===== src/rtl/fifo_pop_stage_if.sv =====
`default_nettype none
// ============================================================================
// Module   : fifo_pop_stage_if
// Purpose  : FIFO read port plus downstream valid/ready stream for the drain stage.
// Revision : 1.0 - initial release
// ============================================================================
interface fifo_pop_stage_if #(
  parameter int DATA_WIDTH = 32
);
  logic                  fifo_empty;
  logic [DATA_WIDTH-1:0] fifo_data;
  logic                  fifo_pop;
  logic                  out_valid;
  logic [DATA_WIDTH-1:0] out_data;
  logic                  out_ready;

  // The drain stage is the stream source, so it takes the master view.
  modport master (
    input  fifo_empty, fifo_data, out_ready,
    output fifo_pop, out_valid, out_data
  );

  modport slave (
    output fifo_empty, fifo_data, out_ready,
    input  fifo_pop, out_valid, out_data
  );
endinterface
`default_nettype wire


===== src/rtl/fifo_pop_stage.sv =====
`default_nettype none
// ============================================================================
// Module   : fifo_pop_stage
// Purpose  : Receive-domain FIFO drain with a 2-entry skid buffer and transfer count.
// Revision : 1.0 - initial release
// ============================================================================
module fifo_pop_stage #(
  parameter int DATA_WIDTH = 32,
  parameter int CNT_WIDTH  = 16
) (
  input  wire logic                 clk,
  input  wire logic                 nrst,
  input  wire logic                 flush,
  fifo_pop_stage_if.master          bus,
  output logic [1:0]                occupancy,
  output logic [CNT_WIDTH-1:0]      xfer_cnt
);

  typedef enum logic [1:0] {
    c_empty = 2'd0,
    c_one   = 2'd1,
    c_two   = 2'd2
  } state_t;

  localparam logic [CNT_WIDTH-1:0] c_cnt_one = CNT_WIDTH'(1);

  state_t                r_state;
  logic [DATA_WIDTH-1:0] r_head;
  logic [DATA_WIDTH-1:0] r_tail;
  logic                  r_out_valid;
  logic [CNT_WIDTH-1:0]  r_xfer_cnt;

  logic                  w_push;
  logic                  w_drain;

  // Pop depends only on registered state and FIFO/flush, never on out_ready.
  assign w_push  = nrst & ~bus.fifo_empty & ~flush & (r_state != c_two);
  assign w_drain = r_out_valid & bus.out_ready;

  always_ff @(posedge clk or negedge nrst) begin
    if (!nrst) begin
      r_state     <= c_empty;
      r_head      <= '0;
      r_tail      <= '0;
      r_out_valid <= 1'b0;
      r_xfer_cnt  <= '0;
    end else begin
      // The downstream saw the handshake, so it counts even during a flush.
      if (w_drain) begin
        r_xfer_cnt <= r_xfer_cnt + c_cnt_one;
      end

      if (flush) begin
        r_state     <= c_empty;
        r_out_valid <= 1'b0;
      end else begin
        case (r_state)
          c_empty: begin
            if (w_push) begin
              r_state     <= c_one;
              r_head      <= bus.fifo_data;
              r_out_valid <= 1'b1;
            end
          end
          c_one: begin
            case ({w_push, w_drain})
              2'b11: r_head <= bus.fifo_data;
              2'b10: begin
                r_state <= c_two;
                r_tail  <= bus.fifo_data;
              end
              2'b01: begin
                r_state     <= c_empty;
                r_out_valid <= 1'b0;
              end
              default: ;
            endcase
          end
          c_two: begin
            if (w_drain) begin
              r_state <= c_one;
              r_head  <= r_tail;
            end
          end
          default: begin
            r_state     <= c_empty;
            r_out_valid <= 1'b0;
          end
        endcase
      end
    end
  end

  assign bus.fifo_pop  = w_push;
  assign bus.out_valid = r_out_valid;
  assign bus.out_data  = r_head;
  assign occupancy     = r_state;
  assign xfer_cnt      = r_xfer_cnt;

endmodule
`default_nettype wire


===== src/flat_wrapper.sv =====
// flat-port wrapper written by rule: the top's interface ports become plain ports
module fifo_pop_stage_flat 
#(
  parameter int DATA_WIDTH = 32,
  parameter int CNT_WIDTH  = 16
)
  (clk, nrst, flush, occupancy, xfer_cnt, bus_fifo_empty, bus_fifo_data, bus_out_ready, bus_fifo_pop, bus_out_valid, bus_out_data);
  fifo_pop_stage_if #(.DATA_WIDTH(DATA_WIDTH)) bus_i ();
  input  wire logic clk;
  input  wire logic nrst;
  input  wire logic flush;
  output logic [1:0] occupancy;
  output logic [CNT_WIDTH-1:0] xfer_cnt;
  input wire logic [$bits(bus_i.fifo_empty)-1:0] bus_fifo_empty;
  input wire logic [$bits(bus_i.fifo_data)-1:0] bus_fifo_data;
  input wire logic [$bits(bus_i.out_ready)-1:0] bus_out_ready;
  output wire logic [$bits(bus_i.fifo_pop)-1:0] bus_fifo_pop;
  output wire logic [$bits(bus_i.out_valid)-1:0] bus_out_valid;
  output wire logic [$bits(bus_i.out_data)-1:0] bus_out_data;
  assign bus_i.fifo_empty = bus_fifo_empty;
  assign bus_i.fifo_data = bus_fifo_data;
  assign bus_i.out_ready = bus_out_ready;
  assign bus_fifo_pop = bus_i.fifo_pop;
  assign bus_out_valid = bus_i.out_valid;
  assign bus_out_data = bus_i.out_data;
  fifo_pop_stage #(.DATA_WIDTH(DATA_WIDTH), .CNT_WIDTH(CNT_WIDTH)) u_core (.clk(clk), .nrst(nrst), .flush(flush), .bus(bus_i), .occupancy(occupancy), .xfer_cnt(xfer_cnt));
endmodule

===== config.mk =====
export PLATFORM = sky130hd
export DESIGN_NAME = fifo_pop_stage_flat
export DESIGN_NICKNAME = d
export VERILOG_FILES = /design/src/rtl/fifo_pop_stage_if.sv /design/src/rtl/fifo_pop_stage.sv /design/src/flat_wrapper.sv
export SDC_FILE = /design/constraint.sdc
export NUM_CORES = 1
export LEC_CHECK = 0
export CAP_MARGIN = 20
export CELL_PAD_IN_SITES_DETAIL_PLACEMENT = 1
export CELL_PAD_IN_SITES_GLOBAL_PLACEMENT = 1
export CORE_ASPECT_RATIO = 1.75
export CORE_UTILIZATION = 53
export CTS_CLUSTER_DIAMETER = 100
export DETAILED_ROUTE_END_ITERATION = 16
export DONT_BUFFER_PORTS = 1
export GPL_TIMING_DRIVEN = 1
export HOLD_SLACK_MARGIN = 0.02
export PLACE_DENSITY = 0.9
export SETUP_SLACK_MARGIN = 0.02
export SYNTH_ARGS = -nofsm -noshare
export SYNTH_HDL_FRONTEND = slang
export SYNTH_SLANG_ARGS = --single-unit

===== constraint.sdc =====
create_clock -name clk -period 4 [get_ports clk]
set_input_delay 0.2 -clock clk [delete_from_list [all_inputs] [get_ports clk]]
set_output_delay 0.2 -clock clk [all_outputs]
set_load 0.01 [all_outputs]

==> run summary <==
#FFs+latches synth -> 83
status -> completed
DRC -> 0
P per Cell Area -> 567 mW/mm2
clk root buf -> clkbuf_16
cts repair resizes -> 0
Skew-Pair Late Insertion Delay -> 330 ps
area grow syn2layout -> 17.9%
Post-synth EDFFs -> 0
RSZ-0062 raised after global routing -> no
wire per inst -> 22.5 um
number of global-route vias before repair -> 2776
Detail Route Antenna Nets -> 0
die area -> 0.00720 mm2
register area share after synthesis -> 0.572
fin worst setup slack -> 1740 ps
endpoints failing hold -> 0
Seq pwr share -> 0.504
clk sinks -> 83
Initial DRC Count -> 130
Final Setup Violations -> 0
total CTS buffers -> 9
Worst Hold Class -> input port to flip-flop
Clk pwr share -> 0.371
GRT Overall Usage -> 0.281
switching share of total power -> 0.268
ANT cells -> 0
most common cell in the netlist -> dfrtp_1
worst relative slew slack -> 0.435
pre-CTS setup slack -> 1710 ps
gp weighted congestion -> 0.755
WP data required -> 4210 ps
Post-Layout Inst Area -> 0.00428 mm2
H-tree depth -> 3
post-route minimum period -> 2260 ps
row count -> 39
Worst Path Max Fanout -> 32
Inst Count DP -> 360
Ports -> 89
layout cells sized above 1 -> 0.173
initial antenna violation count -> 0
biggest area consumer among synthesized cells -> dfrtp_1
total power -> 2.43 mW
DR vias/cell -> 6.05
type of origin of the critical path -> flip-flop
worst slew pin tran -> 847 ps
clock buffer depth -> 2
drt pass-1 iters -> 4
Distinct cells, synth -> 32
Mean Syn Cell Area -> 12.3 um2
hold slack -> 25.4 ps
max_cap viols -> 0
Peak Freq -> 0.442 GHz
drt total wl -> 9120 um
Yosys top cell area share -> 0.572
Clock Skews -> 3.85 ps
placed cell area -> 0.00365 mm2
Detailed Place HPWL -> 5290 um
Clk pin slew, worst setup/hold paths -> 60 ps
CTS tree -> yes
worst ir drop on vdd -> 458 uV
top cells by count, synth -> dfrtp_1 (83), o21ai_0 (35), mux2i_1 (33)
switching power -> 650 uW
Main synth FF type -> dfrtp_1
I/O Buffers -> 0
largest cells by area after synthesis -> dfrtp_1 (57%), mux2_2 (9.3%), mux2i_1 (9.1%), o21ai_0 (4.8%), o21ai_1 (4.1%)
CP Class -> flip-flop to flip-flop
crit share post-route -> 0.565
synthesized instance count -> 295
sum of negative setup slack -> 0 ps
Post-Syn Area -> 0.00363 mm2
Post-synth ARST share -> 1.00
initial core utilization -> 0.552
die width -> 64.6 um
global-route wire length before repair -> 14800 um
core box area -> 0.00659 mm2
post-route non-filler standard cell count -> 405
NumNets Final -> 356
largest net degree at the start of global routing -> 84
Post-Syn Nets -> 333
Crit path arrival time -> 2470 ps
final slew viol count -> 0
Die Span Y -> 112 um
via count -> 2452
Leak -> 1.82 nW
Congestion Overflow GR -> 0
flop-to-flop setup slack -> 1740 ps
Critical Path End Type -> flip-flop
final core occ -> 0.650
Comb pwr share -> 0.125
Ys Warns -> 0
Int Power -> 1.78 mW
-- area by class of cell --
class / count / area (um2)
Fill cell: 633 / 2300
Multi-Input combinational cell: 192 / 1450
Timing Repair Buffer: 31 / 323
Clock inverter: 4 / 72.6
Clock buffer: 12 / 256
Sequential cell: 83 / 2080
Tap cell: 82 / 103
Inverter: 1 / 3.75
-- flip-flops by register name, indices dropped and copies added (netlist names) --
signal and cells:
u_core.occupancy 2, u_core.bus.out_data 32, u_core.xfer_cnt 16, u_core.bus.out_valid 1, u_core.r_tail 32
-- kinds of logic (layout without fill, tap and decap cells) --
family / Yosys count / count (layout) / share of synthesized area
xor gates and xnor gates: 15 / 15 / 0.0362
DFF: 83 / 83 / 0.572
and+or+nand+nor: 39 / 39 / 0.0613
AOI/OAI and AO/OA: 72 / 72 / 0.103
buffers and inverters: 20 / 48 / 0.0320
adders and majority gates: 1 / 1 / 0.00344
muxes: 65 / 65 / 0.192
-- power by group through the flow --
stage	Clock, mW	Combinational (mW)	Sequential (mW)
after global placement	0	0.231	1.21
after global routing	0.943	0.341	1.25
after CTS	0.915	0.302	1.22
after floorplan	0	0.220	1.18
after detailed placement	0	0.256	1.23
final	0.901	0.304	1.22
-- layer usage --
layer  track usage  routed length (um)  share of wire
met4         0.129                 224          0.025
met2         0.524                5320           0.58
met5             0                   0              0
met3        0.0656                 458          0.050
met1         0.285                3120           0.34
-- repair_timing --
action,4_1_cts,5_1_grt
endpoints found under the hold margin,112,0
hold buffers,29,0
buffers inserted,0,0
-- final timing paths --
path	start	endpoint	cells past startpoint
setup / recovery	u_core.bus.out_valid	u_core.r_tail[2]	4
hold / removal	bus_fifo_data[4]	u_core.r_tail[4]	1
setup reg to reg	u_core.bus.out_valid	u_core.r_tail[2]	4
hold reg to reg	u_core.r_tail[26]	u_core.r_tail[26]	1
max in group asynchronous	nrst	u_core.r_tail[24]	2
min in group asynchronous	nrst	u_core.bus.out_data[15]	2
-- critical path, stage by stage, from the launching register on --
cell and delay, ps:
dfrtp_1 460, and2_1 290, nor2_1 150, nand3_2 660, mux2_4 560
-- layout by cell type (no fill, tap or decap), types with 2 or more instances in the layout --
master and n:
clkbuf_16 9, o21ai_0 35, nor3_1 2, dlygate4sd3_1 28, nand2b_1 2, mux2_4 2, nand4_1 2, a21oi_1 4
bufinv_16 2, nor2_1 3, dfrtp_1 83, and4_1 3, buf_4 2, nand2_1 10, xnor2_1 14, and3_1 4
clkbuf_8 2, and2_1 2, mux2_2 30, nand3_1 6, o21ai_1 30, mux2i_1 33
(Power assumes the default switching activity.)
